--- src/rtl/seg_pkg.sv ---
// Shared 7-segment constants and digit slot indices for the countdown display.
package seg_pkg;

    localparam int unsigned NUM_DIGITS = 4;
    localparam int unsigned IDX_W      = $clog2(NUM_DIGITS);

    // Active-high patterns in {g,f,e,d,c,b,a} order
    localparam logic [6:0] SEG_0    = 7'b0111111;
    localparam logic [6:0] SEG_1    = 7'b0000110;
    localparam logic [6:0] SEG_2    = 7'b1011011;
    localparam logic [6:0] SEG_3    = 7'b1001111;
    localparam logic [6:0] SEG_4    = 7'b1100110;
    localparam logic [6:0] SEG_5    = 7'b1101101;
    localparam logic [6:0] SEG_6    = 7'b1111101;
    localparam logic [6:0] SEG_7    = 7'b0000111;
    localparam logic [6:0] SEG_8    = 7'b1111111;
    localparam logic [6:0] SEG_9    = 7'b1101111;
    localparam logic [6:0] SEG_DASH = 7'b1000000;

    localparam logic [IDX_W-1:0] DIGIT_SEC1  = 2'd0;
    localparam logic [IDX_W-1:0] DIGIT_SEC10 = 2'd1;
    localparam logic [IDX_W-1:0] DIGIT_MIN1  = 2'd2;
    localparam logic [IDX_W-1:0] DIGIT_MIN10 = 2'd3;

endpackage

--- src/rtl/countdown_display_driver_if.sv ---
// Timer-to-display bundle: BCD digits and control in, multiplexed display lines out.
interface countdown_display_driver_if;

    logic [3:0] sec_1s;
    logic [3:0] sec_10s;
    logic [3:0] min_1s;
    logic [3:0] min_10s;
    logic       clock_stopped;
    logic       blank_lead;
    logic [3:0] an;
    logic [6:0] seg;
    logic       dp;

    modport master (
        output sec_1s, sec_10s, min_1s, min_10s, clock_stopped, blank_lead,
        input  an, seg, dp
    );

    modport slave (
        input  sec_1s, sec_10s, min_1s, min_10s, clock_stopped, blank_lead,
        output an, seg, dp
    );

endinterface

--- src/rtl/bcd_to_7seg.sv ---
// Combinational BCD to active-high 7-segment decoder; codes 10..15 show a dash.
module bcd_to_7seg
    import seg_pkg::*;
(
    input  logic [3:0] bcd,
    output logic [6:0] seg_c
);

    always_comb begin
        seg_c = SEG_DASH;
        case (bcd)
            4'd0:    seg_c = SEG_0;
            4'd1:    seg_c = SEG_1;
            4'd2:    seg_c = SEG_2;
            4'd3:    seg_c = SEG_3;
            4'd4:    seg_c = SEG_4;
            4'd5:    seg_c = SEG_5;
            4'd6:    seg_c = SEG_6;
            4'd7:    seg_c = SEG_7;
            4'd8:    seg_c = SEG_8;
            4'd9:    seg_c = SEG_9;
            default: seg_c = SEG_DASH;
        endcase
    end

endmodule

--- src/rtl/countdown_display_driver.sv ---
// Scans the M:SS countdown onto a 4-digit multiplexed 7-segment display with
// frame snapshotting, leading-zero blanking and blinking once the timer stops.
module countdown_display_driver
    import seg_pkg::*;
#(
    parameter int unsigned REFRESH_DIV = 100_000,
    parameter int unsigned BLINK_DIV   = 50_000_000,
    parameter int unsigned ACTIVE_LOW  = 1
) (
    input  logic                       clk_100MHz,
    input  logic                       reset,
    countdown_display_driver_if.slave  disp
);

    localparam int unsigned REF_W = (REFRESH_DIV > 1) ? $clog2(REFRESH_DIV) : 1;
    localparam int unsigned BLK_W = (BLINK_DIV > 1) ? $clog2(BLINK_DIV) : 1;
    localparam bit          INV   = (ACTIVE_LOW != 0);

    logic [REF_W-1:0] refresh_cnt;
    logic [IDX_W-1:0] digit_idx;
    logic             first_slot;
    logic [BLK_W-1:0] blink_cnt;
    logic             blink_on;
    logic [3:0]       snap_sec_1s;
    logic [3:0]       snap_sec_10s;
    logic [3:0]       snap_min_1s;
    logic [3:0]       snap_min_10s;
    logic [3:0]       an_q;
    logic [6:0]       seg_q;
    logic             dp_q;

    logic             refresh_wrap_c;
    logic             blink_wrap_c;
    logic [3:0]       cur_digit_c;
    logic [6:0]       dec_seg_c;
    logic             lit_c;
    logic [3:0]       an_hi_c;
    logic [6:0]       seg_hi_c;
    logic             dp_hi_c;

    assign refresh_wrap_c = (refresh_cnt == REF_W'(REFRESH_DIV - 1));
    assign blink_wrap_c   = (blink_cnt == BLK_W'(BLINK_DIV - 1));

    // Slot timing, digit advance and whole-frame snapshot
    always_ff @(posedge clk_100MHz) begin
        if (reset) begin
            refresh_cnt  <= '0;
            digit_idx    <= '0;
            first_slot   <= 1'b1;
            snap_sec_1s  <= '0;
            snap_sec_10s <= '0;
            snap_min_1s  <= '0;
            snap_min_10s <= '0;
        end else if (refresh_wrap_c) begin
            refresh_cnt <= '0;
            first_slot  <= 1'b0;
            if (!first_slot) begin
                digit_idx <= digit_idx + IDX_W'(1);
            end
            if (first_slot || (digit_idx == DIGIT_MIN10)) begin
                snap_sec_1s  <= disp.sec_1s;
                snap_sec_10s <= disp.sec_10s;
                snap_min_1s  <= disp.min_1s;
                snap_min_10s <= disp.min_10s;
            end
        end else begin
            refresh_cnt <= refresh_cnt + REF_W'(1);
        end
    end

    // Blink phase runs only while stopped; otherwise parked at the start of an on-phase
    always_ff @(posedge clk_100MHz) begin
        if (reset || !disp.clock_stopped) begin
            blink_cnt <= '0;
            blink_on  <= 1'b1;
        end else if (blink_wrap_c) begin
            blink_cnt <= '0;
            blink_on  <= ~blink_on;
        end else begin
            blink_cnt <= blink_cnt + BLK_W'(1);
        end
    end

    always_comb begin
        cur_digit_c = snap_sec_1s;
        case (digit_idx)
            DIGIT_SEC1:  cur_digit_c = snap_sec_1s;
            DIGIT_SEC10: cur_digit_c = snap_sec_10s;
            DIGIT_MIN1:  cur_digit_c = snap_min_1s;
            DIGIT_MIN10: cur_digit_c = snap_min_10s;
            default:     cur_digit_c = snap_sec_1s;
        endcase
    end

    bcd_to_7seg u_dec (
        .bcd   (cur_digit_c),
        .seg_c (dec_seg_c)
    );

    // Active-high slot contents; stop release overrides blink phase without waiting a cycle
    always_comb begin
        lit_c = !first_slot
              && (!disp.clock_stopped || blink_on)
              && !(disp.blank_lead && (digit_idx == DIGIT_MIN10) && (snap_min_10s == 4'd0));
        an_hi_c  = lit_c ? (4'b0001 << digit_idx) : 4'b0000;
        seg_hi_c = lit_c ? dec_seg_c : 7'b0000000;
        dp_hi_c  = lit_c && (digit_idx == DIGIT_MIN1);
    end

    // Output register, the only place polarity is applied
    always_ff @(posedge clk_100MHz) begin
        if (reset) begin
            an_q  <= INV ? 4'hF : 4'h0;
            seg_q <= INV ? 7'h7F : 7'h00;
            dp_q  <= INV;
        end else begin
            an_q  <= INV ? ~an_hi_c : an_hi_c;
            seg_q <= INV ? ~seg_hi_c : seg_hi_c;
            dp_q  <= INV ? ~dp_hi_c : dp_hi_c;
        end
    end

    assign disp.an  = an_q;
    assign disp.seg = seg_q;
    assign disp.dp  = dp_q;

endmodule

--- src/flat_wrapper.sv ---
// flat-port wrapper written by rule: the top's interface ports become plain ports
module countdown_display_driver_flat import seg_pkg::*;
#(
    parameter int unsigned REFRESH_DIV = 100_000,
    parameter int unsigned BLINK_DIV   = 50_000_000,
    parameter int unsigned ACTIVE_LOW  = 1
)
  (clk_100MHz, reset, disp_sec_1s, disp_sec_10s, disp_min_1s, disp_min_10s, disp_clock_stopped, disp_blank_lead, disp_an, disp_seg, disp_dp);
  countdown_display_driver_if disp_i ();
  input  logic clk_100MHz;
  input  logic reset;
  input wire logic [$bits(disp_i.sec_1s)-1:0] disp_sec_1s;
  input wire logic [$bits(disp_i.sec_10s)-1:0] disp_sec_10s;
  input wire logic [$bits(disp_i.min_1s)-1:0] disp_min_1s;
  input wire logic [$bits(disp_i.min_10s)-1:0] disp_min_10s;
  input wire logic [$bits(disp_i.clock_stopped)-1:0] disp_clock_stopped;
  input wire logic [$bits(disp_i.blank_lead)-1:0] disp_blank_lead;
  output wire logic [$bits(disp_i.an)-1:0] disp_an;
  output wire logic [$bits(disp_i.seg)-1:0] disp_seg;
  output wire logic [$bits(disp_i.dp)-1:0] disp_dp;
  assign disp_i.sec_1s = disp_sec_1s;
  assign disp_i.sec_10s = disp_sec_10s;
  assign disp_i.min_1s = disp_min_1s;
  assign disp_i.min_10s = disp_min_10s;
  assign disp_i.clock_stopped = disp_clock_stopped;
  assign disp_i.blank_lead = disp_blank_lead;
  assign disp_an = disp_i.an;
  assign disp_seg = disp_i.seg;
  assign disp_dp = disp_i.dp;
  countdown_display_driver #(.REFRESH_DIV(REFRESH_DIV), .BLINK_DIV(BLINK_DIV), .ACTIVE_LOW(ACTIVE_LOW)) u_core (.clk_100MHz(clk_100MHz), .reset(reset), .disp(disp_i));
endmodule
--- config.mk ---
export PLATFORM = sky130hd
export DESIGN_NAME = countdown_display_driver_flat
export DESIGN_NICKNAME = d
export VERILOG_FILES = /design/src/rtl/seg_pkg.sv /design/src/rtl/countdown_display_driver_if.sv /design/src/rtl/bcd_to_7seg.sv /design/src/rtl/countdown_display_driver.sv /design/src/flat_wrapper.sv
export SDC_FILE = /design/constraint.sdc
export NUM_CORES = 1
export LEC_CHECK = 0
export ABC_CLOCK_PERIOD_IN_PS = 2000
export CORE_MARGIN = 4
export CORE_UTILIZATION = 35
export CTS_CLUSTER_SIZE = 16
export DETAILED_ROUTE_END_ITERATION = 10
export PLACE_DENSITY = 0.62
export SKIP_CTS_REPAIR_TIMING = 1
export SYNTH_ARGS = -nofsm -noshare
export SYNTH_HDL_FRONTEND = slang
export SYNTH_SLANG_ARGS = --single-unit
export TNS_END_PERCENT = 5
--- constraint.sdc ---
create_clock -name clk_100MHz -period 2 [get_ports clk_100MHz]
set_input_delay 0.6 -clock clk_100MHz [delete_from_list [all_inputs] [get_ports clk_100MHz]]
set_output_delay 0.6 -clock clk_100MHz [all_outputs]
set_load 0.1 [all_outputs]
==> impl_metrics.csv <==
group,metric,value,unit
run_status,outcome,"finished, violations left",
layout,fin_area,4370,µm²
logic_synthesis,synthAdderAreaFrac,0.0417,
layout,post-route-util,0.441,
global_routing,grtUsageTotal,0.131,
layout,nets,455,
logic_synthesis,synth_seq_cells,74,
sta,hold_viol,0,
logic_synthesis,syn_area_per_cell,9.23,µm²
layout,multi_input_area,1930,µm²
floorplanning,chipHeight,109,µm
logic_synthesis,synth.top_cell.area_share,0.412,
floorplanning,design.core.area,9910,µm²
logic_synthesis,synth_area,3600,µm²
sta,setup_ws,-0.0220,ns
logic_synthesis,ys_warn_count,0,
setup_path,critPathLaunchType,"flip-flop",
sta,fin_worst_skew,0.0121,ns
clocking,clock_tree.buffer_depth,2,
setup_path,crit_fanout,5,
clocking,clockRootBuffer,"clkbuf_8",
flow_run,drv_cap,0,
routing,avgViaCountPerCell,5.27,
layout,diodes,0,
sta,slew_headroom,0.558,
setup_path,r2r-end,"u_core.disp.seg[4]$_SDFF_PP1_",
logic_synthesis,synthTopCellsByArea,"dfxtp_1, nand4_1, a21oi_1",
floorplanning,rows,36,
floorplanning,start_util,0.363,
logic_synthesis,yosys.area.top_type,"dfxtp_1",
routing,drtAntennaViolNets,0,
clocking,cts_tree,"yes",
floorplanning,die-area,12000,µm²
layout,drive_above_1_share,0.164,
placed_design,hpwl,5250,µm
logic_synthesis,synth_edf_count,0,
routing,wl,7480,µm
sta,setup_violations,1,
logic_synthesis,yosysSeqAreaShare,0.412,
logic_synthesis,synthCells,390,
run_status,violations,"negative setup slack",
setup_path,crit_required,2.29,ns
layout,fillers,977,
power_and_ir_drop,finalPower,2.59,mW
global_routing,grt_start_max_net_pins,26,
setup_path,reg2reg_depth,8,
layout,regArea,1480,µm²
power_and_ir_drop,leakage,1.53,nW
logic_synthesis,synth_fp_nets,422,
clocking,cts_sinks,74,
global_routing,antenna_found_initial,0,
setup_path,path_class,"flip-flop to flip-flop",
routing,dr.pass1.iters,4,
logic_synthesis,yosys_most_used_dff,"dfxtp_1",
layout,area_growth,21.6,%
sta,fin_setup_tns,-0.0220,ns
placed_design,placed_cells,545,
sta,worst-slew-pin-transition,0.663,ns
logic_synthesis,yosys.area_share.simple,0.255,
setup_path,worstPathArrival,2.31,ns
layout,fin_cells,561,
routing,drtIter0Drc,123,
setup_path,regToRegSetupSlack,-0.02,ns
routing,drc_errors,0,
sta,slew_violations,0,
logic_synthesis,synth_cell_type_count,49,
floorplanning,dieWidth,109,µm
sta,holdWs,0.468,ns
power_and_ir_drop,peakVddDrop,0.300,mV
sta,finalCriticalPeriod,2.02,ns
power_and_ir_drop,power.density,592,nW/µm²
setup_path,crit_start,"u_core.digit_idx[0]$_SDFFE_PP0P_",
clocking,numCtsBuffers,9,
setup_path,end_kind,"flip-flop",
clocking,path_clk_slew,0.08,ns
global_routing,grt_pass1_vias,2832,
routing,wl_per_cell,13.3,µm
placed_design,port_buffers,31,
worst_hold_path,hold_path_class,"flip-flop to flip-flop",
setup_path,endpoint,"u_core.disp.seg[4]$_SDFF_PP1_",
placed_design,place_ws,-0.0412,ns
placed_design,gp_congestion,0.779,
global_routing,grt_overflow,0,
logic_synthesis,synth-xor-area-share,0.0584,
setup_path,r2r_start,"u_core.digit_idx[0]$_SDFFE_PP0P_",
sta,fin_crit_sh,1.01,
global_routing,grt_pass1_wl,12900,µm
placed_design,placed_area,4180,µm²
logic_synthesis,ys_async_sr_fraction,0,
floorplanning,io_pins,32,
sta,rsz0062_at_grt,"yes",
routing,vias,2955,
logic_synthesis,synth-compound-area-share,0.155,
clocking,clk_latency,0.34,ns
logic_synthesis,synth_top_family_by_area,"simple AND/OR/NAND/NOR gates",
logic_synthesis,synthMuxAreaShare,0.0202,
sta,fmaxAchievable,495,MHz
clocking,htree_levels,3,
-- cell type report --
type	instances	share of cell area
clock inverter	6	0.0100
clock buffer	10	0.0292
inverter	14	0.0120
timing repair buffer	46	0.130
sequential	74	0.339
multi-input combinational	278	0.442
tap	133	0.0380
-- per-layer routing --
metal,track usage,vias to the layer above,wire length [µm]
li1,-,1493,-
met1,0.172,1386,3600
met2,0.210,64,3500
met3,0.0388,12,276
met4,0.0392,0,113
met5,0,-,0
-- Yosys cell counts (2+ instances only) --
| library cell | instances |
|---|---|
| nor2b_1 | 2 |
| clkbuf_1 | 6 |
| mux2_2 | 2 |
| dfxtp_1 | 74 |
| xnor2_1 | 3 |
| ha_1 | 12 |
| o31ai_1 | 25 |
| buf_6 | 4 |
| a21oi_1 | 39 |
| buf_2 | 10 |
| nor2_1 | 22 |
| nand3_1 | 14 |
| nand2_1 | 15 |
| or4_1 | 8 |
| xor2_1 | 21 |
| and2_1 | 5 |
| buf_4 | 2 |
| nor4b_1 | 2 |
| and4_1 | 6 |
| nor2_2 | 2 |
| nand4_1 | 32 |
| or3_1 | 8 |
| inv_1 | 14 |
| mux2i_1 | 5 |
| o21ai_0 | 14 |
| and4_4 | 2 |
| nor3_1 | 3 |
| and3_1 | 6 |
| nor2_4 | 8 |
| nand2b_1 | 2 |
| a222oi_1 | 3 |
| a21o_1 | 2 |
-- worst min path at each step --
stage                                                 from                          endpoint  slack [ns]  cells after the start
after global placement      u_core.blink_cnt[0]$_SDFF_PP0_    u_core.blink_cnt[0]$_SDFF_PP0_        0.44                      1
after detailed placement  u_core.refresh_cnt[0]$_SDFF_PP0_  u_core.refresh_cnt[0]$_SDFF_PP0_        0.45                      1
after CTS                   u_core.blink_cnt[0]$_SDFF_PP0_    u_core.blink_cnt[0]$_SDFF_PP0_        0.47                      1
after floorplan             u_core.blink_cnt[0]$_SDFF_PP0_    u_core.blink_cnt[0]$_SDFF_PP0_        0.43                      1
after global routing        u_core.blink_cnt[0]$_SDFF_PP0_    u_core.blink_cnt[0]$_SDFF_PP0_        0.48                      1
final                       u_core.blink_cnt[0]$_SDFF_PP0_    u_core.blink_cnt[0]$_SDFF_PP0_        0.47                      1
-- cell families (layout without fill, tap and decap cells) --
group	Yosys count	after routing
AND/OR/NAND/NOR	145	145
AO/OA/AOI/OAI	90	90
flip-flops	74	74
buffers and inverters	38	76
XOR/XNOR	24	24
adder cells (fa/ha/maj)	12	12
multiplexers	7	7
-- registers in the layout (all words and copies together), names as in the netlist --
signal and count:
u_core.digit_idx 2, u_core.disp.an 4, u_core.snap_sec_1s 4, u_core.blink_on 1, u_core.snap_sec_10s 4, u_core.snap_min_1s 4
u_core.blink_cnt 26, u_core.first_slot 1, u_core.snap_min_10s 4, u_core.disp.seg 7, u_core.refresh_cnt 17
-- layout by cell type (no fill, tap or decap), types with 3 or more instances in the layout --
cell             count
nand2_1             15
nand3_1             14
buf_4               13
nor2_4               8
or4_1                8
clkinv_4             3
nor2_2               3
dfxtp_1             72
or3_1                8
xnor2_1              3
a222oi_1             3
nor3_1               3
nor2_1              21
and2_1               5
clkdlybuf4s50_1     19
and3_1               6
a21oi_1             39
and4_1               6
o21ai_0             14
o31ai_1             25
buf_12              14
inv_1               14
xor2_1              21
clkbuf_8             9
mux2i_1              4
nand4_1             32
ha_1                10
-- worst max-delay path, cell delays in order, from the launching register on --
cell      delay, ns
dfxtp_2        0.34
buf_4          0.13
ha_2           0.21
a222oi_1       0.36
mux2i_2        0.16
ha_1           0.23
a211o_1        0.27
o211ai_1       0.10
a21bo_2        0.15
-- power by group --
group	switching, mW	internal [mW]
Combinational	0.0395	0.0520
Sequential	0.00651	1.48
Clock	0.561	0.452
No activity file was read; power rests on OpenSTA's default activity.
